**config.mk**
```make
export PLATFORM = sky130hd
export DESIGN_NAME = uart_rx_deserializer
export DESIGN_NICKNAME = d
export VERILOG_FILES = /design/src/rtl/uart_rx_deserializer.sv
export SDC_FILE = /design/constraint.sdc
export NUM_CORES = 1
export LEC_CHECK = 0
export ABC_CLOCK_PERIOD_IN_PS = 2500
export CAP_MARGIN = 20
export CORE_ASPECT_RATIO = 0.5
export CORE_MARGIN = 2
export CORE_UTILIZATION = 56
export DETAILED_ROUTE_END_ITERATION = 10
export GPL_TIMING_DRIVEN = 0
export HOLD_SLACK_MARGIN = 0.1
export PLACE_DENSITY = 0.84
export SYNTH_ARGS = -nofsm -noshare
export SYNTH_HDL_FRONTEND = slang
export SYNTH_SLANG_ARGS = --single-unit
```
**constraint.sdc**
```tcl
create_clock -name clk -period 2.5 [get_ports clk]
set_clock_uncertainty 0.1 [all_clocks]
set_input_delay 0.75 -clock clk [delete_from_list [all_inputs] [get_ports clk]]
set_output_delay 0.75 -clock clk [all_outputs]
set_load 0.02 [all_outputs]
```
**src/rtl/uart_rx_deserializer.sv**
```systemverilog
// uart_rx_deserializer: serial-to-byte receiver for the UART boot-load path.
// Recovers 8N1 frames (8E1 when UART_RX_PARITY_EN is defined) from io_rx and
// presents each good byte as a one-cycle strobe. Bad frames are flagged and dropped.
//
// Ports:
//   clk           system clock
//   reset_n       asynchronous active-low reset
//   io_rx         raw serial line (asynchronous, idle high)
//   byte_valid    one-cycle strobe, byte_data holds a new good byte
//   byte_data     last good byte (LSB = first data bit), held between strobes
//   framing_error one-cycle strobe, stop bit sampled low
//   parity_error  one-cycle strobe, even-parity mismatch (0 without parity build)
//   busy          high whenever the receiver is not idle
//
// Build option: define UART_RX_PARITY_EN for 8E1 frames with parity checking.
module uart_rx_deserializer #(
  parameter int unsigned CLKS_PER_BIT = 868
) (
  input  logic       clk,
  input  logic       reset_n,
  input  logic       io_rx,
  output logic       byte_valid,
  output logic [7:0] byte_data,
  output logic       framing_error,
  output logic       parity_error,
  output logic       busy
);

  localparam int unsigned HALF  = CLKS_PER_BIT / 2;
  localparam int unsigned CNT_W = $clog2(CLKS_PER_BIT);
  localparam logic [CNT_W-1:0] START_LAST = CNT_W'(HALF - 1);
  localparam logic [CNT_W-1:0] BIT_LAST   = CNT_W'(CLKS_PER_BIT - 1);

  // Bit period too short to find the middle of the start bit.
  generate
    if (CLKS_PER_BIT < 4) begin : g_bad_clks_per_bit
      $error("uart_rx_deserializer: CLKS_PER_BIT must be >= 4");
    end
  endgenerate

  typedef enum logic [2:0] {
    IDLE,
    START,
    DATA,
`ifdef UART_RX_PARITY_EN
    PARITY,
`endif
    STOP,
    WAIT_IDLE
  } state_t;

  state_t           state, state_n;
  logic [CNT_W-1:0] cnt, cnt_n;
  logic [2:0]       bit_idx, bit_idx_n;
  logic [7:0]       shreg, shreg_n;
  logic             rx_meta, rx_s;
  logic             byte_valid_n, framing_error_n, busy_n;
  logic [7:0]       byte_data_n;
`ifdef UART_RX_PARITY_EN
  logic             par_bad, par_bad_n;
  logic             parity_error_n;
`endif

  // Two-flop synchronizer; resets to the idle line level.
  always_ff @(posedge clk or negedge reset_n) begin
    if (!reset_n) begin
      rx_meta <= 1'b1;
      rx_s    <= 1'b1;
    end else begin
      rx_meta <= io_rx;
      rx_s    <= rx_meta;
    end
  end

  // State and output registers.
  always_ff @(posedge clk or negedge reset_n) begin
    if (!reset_n) begin
      state         <= IDLE;
      cnt           <= '0;
      bit_idx       <= '0;
      shreg         <= '0;
      byte_valid    <= 1'b0;
      byte_data     <= '0;
      framing_error <= 1'b0;
      busy          <= 1'b0;
`ifdef UART_RX_PARITY_EN
      par_bad       <= 1'b0;
      parity_error  <= 1'b0;
`endif
    end else begin
      state         <= state_n;
      cnt           <= cnt_n;
      bit_idx       <= bit_idx_n;
      shreg         <= shreg_n;
      byte_valid    <= byte_valid_n;
      byte_data     <= byte_data_n;
      framing_error <= framing_error_n;
      busy          <= busy_n;
`ifdef UART_RX_PARITY_EN
      par_bad       <= par_bad_n;
      parity_error  <= parity_error_n;
`endif
    end
  end

`ifndef UART_RX_PARITY_EN
  assign parity_error = 1'b0;
`endif

  // Next-state, datapath and strobe logic.
  always_comb begin
    state_n         = state;
    cnt_n           = cnt + CNT_W'(1);
    bit_idx_n       = bit_idx;
    shreg_n         = shreg;
    byte_valid_n    = 1'b0;
    byte_data_n     = byte_data;
    framing_error_n = 1'b0;
`ifdef UART_RX_PARITY_EN
    par_bad_n       = par_bad;
    parity_error_n  = 1'b0;
`endif

    case (state)
      IDLE: begin
        cnt_n = '0;
        if (!rx_s) state_n = START;
      end

      // Re-check the line mid start bit to reject glitches.
      START: begin
        if (cnt == START_LAST) begin
          cnt_n     = '0;
          bit_idx_n = '0;
          state_n   = rx_s ? IDLE : DATA;
        end
      end

      // Shift in from the top so the first bit ends up at bit 0.
      DATA: begin
        if (cnt == BIT_LAST) begin
          cnt_n     = '0;
          shreg_n   = {rx_s, shreg[7:1]};
          bit_idx_n = bit_idx + 3'd1;
          if (bit_idx == 3'd7) begin
`ifdef UART_RX_PARITY_EN
            state_n = PARITY;
`else
            state_n = STOP;
`endif
          end
        end
      end

`ifdef UART_RX_PARITY_EN
      // Even parity: data plus parity bit must have an even number of ones.
      PARITY: begin
        if (cnt == BIT_LAST) begin
          cnt_n     = '0;
          par_bad_n = ^{shreg, rx_s};
          state_n   = STOP;
        end
      end
`endif

      // A low stop bit wins over a parity mismatch.
      STOP: begin
        if (cnt == BIT_LAST) begin
          cnt_n = '0;
          if (!rx_s) begin
            framing_error_n = 1'b1;
            state_n         = WAIT_IDLE;
          end else begin
            state_n = IDLE;
`ifdef UART_RX_PARITY_EN
            if (par_bad) begin
              parity_error_n = 1'b1;
            end else begin
              byte_valid_n = 1'b1;
              byte_data_n  = shreg;
            end
`else
            byte_valid_n = 1'b1;
            byte_data_n  = shreg;
`endif
          end
        end
      end

      // Hold off until the line returns high so a break flags only once.
      WAIT_IDLE: begin
        cnt_n = '0;
        if (rx_s) state_n = IDLE;
      end

      default: begin
        cnt_n   = '0;
        state_n = IDLE;
      end
    endcase

    busy_n = (state_n != IDLE);
  end

endmodule

```
# Word-level counts from Yosys, hierarchy flattened
# Cells that the tools add are included.
# totals
out_inout_bits,12
memories,0
regBits,37
word_cells,49
latchBits,0
inputBits,3
ram_bits,0
mem_bits_ro,0
# classes
bitwise,0
reduce_logical,7
n_eq_ne,9
div_mod_pow,0
magnitude_cmp,0
add_sub_neg,2
n_shift,0
n_mux,21
mul,0
# ops
cell,n
$mux 3,9
$mux 10,2
$pmux 10 s2,1
$pmux 3 s5,1
$add 10x1->10 const B,1
$eq 10x10->1 const B,1
$eq 10x9->1 const B,1
$eq 3x2->1 const B,2
$eq 3x3->1 const B,2
$mux 1,6
$pmux 3 s2,1
$reduce_and 3->1,2
$ne 2x2->1 const B,2
$add 3x1->3 const B,1
$eq 3x1->1 const B,1
$logic_not 3->1,1
$reduce_bool 3->1,1
$mux 2,1
$reduce_and 2->1,1
$reduce_bool 2->1,1
$reduce_or 2->1,1

# Longest topological paths before layout
# Gate-level depths: netlist (run 1).
# logic_depth
ltp_word,5
mapped_depth,6
ltp_nobuf,6

# Least setup slack after synthesis (run 1)
# Ideal clock, no wire load.
# synth_timing
kind,register to register
start,reg state[0]
end,reg bit_idx[0]
slack_ns,0.713
arrival_ns,1.562
synth_period_minus_slack_ns,1.787
path_buffers,1
setup_ns,0.125
path_stages_with_launch,6
cell_sequence,dfrtp_1 buf_2 nor3b_1 nand4_2 a21o_1 mux2_4
# synth_via
elab_chain_cells,3
elab_cells_between_ends,7
classes_between,eq/ne: 4; mux: 1; reduce/logical: 2
# synth_rtl
item,line,text
"start, declared",52,"state_t state, state_n;"
"start signal, assigned",91,state <= state_n;
$eq 3x2->1 or $eq 3x1->1 (tied branches),124,case (state)
$ne 2x2->1 (no line) or $reduce_bool 2->1 (tied branches),n/a,
$reduce_and 3->1 (no line),n/a,
"end signal, assigned",93,bit_idx <= bit_idx_n;
"end, declared",54,"logic [2:0] bit_idx, bit_idx_n;"
# Several ways; a longest one is shown, not always the timed one.
# A chain may end at the register's enable or synchronous reset.

# Worst setup path after layout (run 1)
# layout_timing
start,reg byte_data[6]
end,out byte_data[6]
# layout_lines
item,line,text
"start, declared",23,"output logic [7:0] byte_data,"
"start signal, assigned",96,byte_data <= byte_data_n;
# No word-level cell between the ends.

==> flow_summary.ini, run 1 <==
[placement]
dpl_cell_area_um2 = 1820
pre_cts_slack_ns = 0.504
dp_cells = 186
portBuffers = 13
dp_hpwl_um = 1900
gp_congestion = 0.766

[drt]
drc = 0
drtAntennaViolNets = 0
drt-initial-drc-count = 44
vias_per_cell = 5.64
wirelength_um = 2650
wire_per_inst_um = 13.6
num_vias = 1094
first_pass_iters = 7

[timing]
fin_setup_tns_ns = 0
finalSetupViolCount = 0
fin_ws_ns = 0.408
drv_slew = 0
post-route-period-util = 0.837
final.min_clock_period_ns = 2.09
hold_violations = 0
fmax_mhz = 478
hold_ws_ns = 0.257
slew_headroom = 0.483
rsz0062_at_grt = false
worst-slew-pin-transition_ns = 0.776

[clock_tree]
clockRootBuffer = clkbuf_8
postCtsSetupRepairBufs = 0
cts.htree.levels = 2
clkTransAtPathRegs_ns = 0.07
hold_buffers = 0
clk-insertion-delay-late_ns = 0.29
cts.sinks = 37
cts_tree = done
cts.repair.resized = 0
cts_buffer_depth = 2
numCtsBuffers = 5

[final_layout]
area_growth_pct = 16.5
fin_cells = 194
post-route-util = 0.712
num_antenna_cells = 0
layout-drive-gt1-share = 0.217
final_nets = 163
design_area_um2 = 1920

[die]
ios = 15
num_rows = 13
initial_utilization = 0.611
core_um2 = 2700
die-area_um2 = 3420
die_x_um = 80.8
die_y_um = 42.4

[critical_path]
r2r_end = bit_idx[0]
worstPathMaxFanout = 2
max_stage_delay_ns = 0.60
timing.rr.start = state[0]
r2r_slack_ns = 0.50
path_depth = 1
crit_required_ns = 1.65
path_cells = clkdlybuf4s50_1
cp_slowest_cell = clkdlybuf4s50_1
crit_arrival_ns = 1.24
crit_type = flop to primary output
crit_family = buffers and inverters
r2r_cells = 5
path_buf_inv = 1
crit_path_start_kind = flop
cp-end-kind = primary output

[synthesis]
syn_nets = 143
async_flop_share = 1.00
synth_seq_cells = 37
ys.flop_type = dfrtp_1
syn_area_um2 = 1650
syn-instance-count = 136
ys_seq_area_frac = 0.563
synth_edf_count = 0
yosys_warnings = 0
synth.distinct_cells = 39
syn_avg_cell_area_um2 = 12.1

[worst_hold_path]
whs_endpoint = rx_s
min_path_cells = 0
hp-start = rx_meta
hold_class = flop to flop

[global_route]
grt_util_all_layers = 0.185
grt_pass1_wl_um = 4560
grt_pass1_vias = 1026
overflow = 0
grt_start_max_net_pins = 38
antenna_found_initial = 0

[power_and_ir_drop]
vdd_drop_max_v = 0.000353
leakage_nw = 0.953
p_total_mw = 1.07
cellPowerDensity_nw_per_um2 = 555

[outcome]
status = finished, final reports clean

[run]
max_cap_viol_count = 0
[Yosys cell counts, types with 3 or more instances]
library cell | instances | area share
dfrtp_1 | 35 | 0.53
nor2_1 | 19 | 0.043
mux2_2 | 15 | 0.10
xnor2_1 | 7 | 0.037
nand2_1 | 5 | 0.011
ha_1 | 4 | 0.030
inv_1 | 4 | 0.0091
nand3_1 | 3 | 0.0091
nand4_1 | 3 | 0.011
[report_power, final]
group / total, mW / switching (mW) / leakage, nW / internal, mW
logic: 0.0167 / 0.0132 / 0.409 / 0.00354
clock network: 0.448 / 0.199 / 0.0542 / 0.249
registers: 0.603 / 0.00140 / 0.490 / 0.601
total: 1.07 / 0.214 / 0.953 / 0.854
[layout make-up]
| type | instances | area [um2] |
|---|---|---|
| buffer | 2 | 12.5 |
| fill | 185 | 777 |
| multi-input combinational | 93 | 694 |
| timing repair buffer | 13 | 125 |
| sequential | 37 | 928 |
| inverter | 4 | 15.0 |
| tap | 37 | 46.3 |
| clock inverter | 1 | 5.00 |
| clock buffer | 7 | 96.3 |
[worst max path at each step]
stage / endpoint / startpoint / slack [ns]
finish: byte_data[6] / byte_data[6] / 0.41
global route: byte_data[2] / byte_data[2] / 0.35
CTS: byte_data[2] / byte_data[2] / 0.40
detailed placement: bit_idx[0] / state[0] / 0.50
global placement: byte_data[7] / reset_n / -0.16
floorplan: bit_idx[0] / state[0] / 0.71
[cells in the final DEF (no fill, tap or decap), types with 3 or more instances in the layout]
cell	count
dfrtp_1	35
nor2_1	19
mux2_2	15
clkdlybuf4s50_1	12
xnor2_1	7
clkbuf_8	7
nand2_1	5
inv_1	4
ha_1	4
nand4_1	3
nand3_1	3
[metal layers]
metal / vias up / share of wire / global-route usage
met5: - / 0 / 0
met4: 0 / 0.023 / 0.0915
met3: 6 / 0.052 / 0.0647
met2: 26 / 0.46 / 0.292
met1: 538 / 0.46 / 0.227
li1: 524 / - / -
[cell families (layout without fill, tap and decap cells)]
logic type | count (synthesis) | in the layout | synth area share
xor+xnor | 8 | 8 | 0.0425
fa+ha+maj | 4 | 4 | 0.0303
other cells | 1 | 1 | 0.00227
compound gates | 12 | 12 | 0.0531
simple gates | 52 | 52 | 0.181
mux | 16 | 16 | 0.111
flops | 37 | 37 | 0.563
buf+inv | 6 | 27 | 0.0167
[sequential cells by signal, indices dropped and copies added, names as in the netlist, 3 cells and up]
register / count
bit_idx: 3
cnt: 10
shreg: 8
state: 3
byte_data: 8
No activity file was read; power rests on OpenSTA's default activity.
==> inputs of run 2 (changes only) <==
- ABC_CLOCK_PERIOD_IN_PS: 2500 -> 1700
- CORE_UTILIZATION: 56 -> 50
- PLACE_DENSITY: 0.84 -> 0.8
- clock period: 2.5 -> 1.7 ns (I/O delays scaled with it)
==> flow_summary.ini, run 2 (synthesized netlist as in run 1, its figures left out) <==
[die]
core_um2 = 3070
die-area_um2 = 3800
ios = 15
die_x_um = 85.3
initial_utilization = 0.538
die_y_um = 44.6
num_rows = 14

[power_and_ir_drop]
cellPowerDensity_nw_per_um2 = 776
leakage_nw = 1.07
clockPowerShare = 0.465
p_switching_uw = 339
vdd_drop_max_v = 0.000547
p_comb_frac = 0.015
p_total_mw = 1.71
swShare = 0.199
seqPwrFrac = 0.520
intPower_mw = 1.37

[placement]
gp_congestion = 0.875
portBuffers = 13
dp_hpwl_um = 1980
dp_cells = 189
dpl_cell_area_um2 = 1840

[global_route]
grt_pass1_wl_um = 5270
antenna_found_initial = 0
overflow = 0
grt_pass1_vias = 1160
grt_util_all_layers = 0.190
grt_start_max_net_pins = 38

[outcome]
status = complete, but fails checks
violations = negative setup slack

[drt]
num_vias = 1164
first_pass_iters = 4
drc = 0
wire_per_inst_um = 16.3
drt-initial-drc-count = 84
drtAntennaViolNets = 0
vias_per_cell = 5.44
wirelength_um = 3500

[critical_path]
worstPathMaxFanout = 3
crit_arrival_ns = 1.92
r2r_end = busy
crit_required_ns = 1.77
r2r_slack_ns = -0.15
cp-end-kind = flop
r2r_cells = 4
timing.rr.start = cnt[7]
crit_start = cnt[7]
crit_type = flop to flop
crit_path_start_kind = flop

[final_layout]
area_growth_pct = 33.1
design_area_um2 = 2200
num_antenna_cells = 0
final_cell_mix = dfrtp_1 (31), nor2_1 (18), mux2_2 (15)
fin_cells = 214
reg.largest.list = cnt: 10 flops, byte_data: 8 flops, shreg: 8 flops
largest_reg_flops = 10
final_common_cell = dfrtp_1
final_nets = 180
layout-drive-gt1-share = 0.374
top_register = cnt

[timing]
slew_headroom = 0.456
fin_ws_ns = -0.152
final.min_clock_period_ns = 1.85
worst-slew-pin-transition_ns = 0.816
rsz0062_at_grt = true
drv_slew = 0
hold_violations = 0
post-route-period-util = 1.09
finalSetupViolCount = 12
hold_ws_ns = 0.203
fmax_mhz = 540

[clock_tree]
clk-insertion-delay-late_ns = 0.30
cts.htree.levels = 2
cts_tree = done
cts.sinks = 37
clkTransAtPathRegs_ns = 0.07
clockRootBuffer = clkbuf_8
cts_buffer_depth = 2
hold_buffers = 0
numCtsBuffers = 5

[run]
max_cap_viol_count = 0

[worst_hold_path]
hold_class = input pin to asynchronous set/reset pin
## run 2: critical path, cell delays in order (launching register included)
cell and delay, ns:
dfrtp_2 0.42, or3b_4 0.40, o31a_1 0.33, a311o_1 0.29
nand4bb_1 0.18
## run 2: power groups by stage
stage	clock network (mW)	registers, mW	logic (mW)
finish	0.793	0.887	0.0255
global route	0.842	0.886	0.0293
floorplan	0	0.903	0.00551
CTS	0.812	0.886	0.0262
detailed placement	0	0.903	0.0263
global placement	0	0.903	0.0269
## run 2: how the worst max path moves through the flow
stage | to | depth (start not counted)
finish | busy | 4
global route | busy | 4
CTS | busy | 4
detailed placement | bit_idx[0] | 4
global placement | byte_data[5] | 1
floorplan | bit_idx[0] | 4
## run 2: layer usage
layer  vias to the layer above  GRT usage  share of wire
met4                         0      0.102          0.016
li1                        553          -              -
met2                        24      0.313           0.49
met3                         5     0.0690          0.039
met5                         -          0              0
met1                       582      0.225           0.46
## run 2: what timing repair did
action / CTS / global route
endpoints found under the setup margin: 41 / 30
gates resized for setup: 26 / 11
pin swaps: 13 / 8
buffers inserted: 8 / 8
cloned: 0 / 1
hold endpoints to repair: 0 / 0
## run 2: final cells by class
cell class	count	area, um2
flip-flops and latches	37	933
fillers	205	868
multi-input cells	94	821
repair buffers	29	243
clock buffers	6	82.6
well taps	40	50.0
clock inverters	2	37.5
plain buffers	2	15.0
inverters	4	15.0
## run 2: metrics by stage
step | util | setup TNS (ns) | worst slack (ns)
4_1_cts | 0.676 | -0.504 | -0.0908
5_1_grt | 0.717 | -2.29 | -0.174
6_report | 0.717 | -1.39 | -0.152
3_5_place_dp | 0.601 | -4.90 | -0.263
2_1_floorplan | - | -0.0631 | -0.0332
3_3_place_gp | 0.602 | -29.94 | -0.727
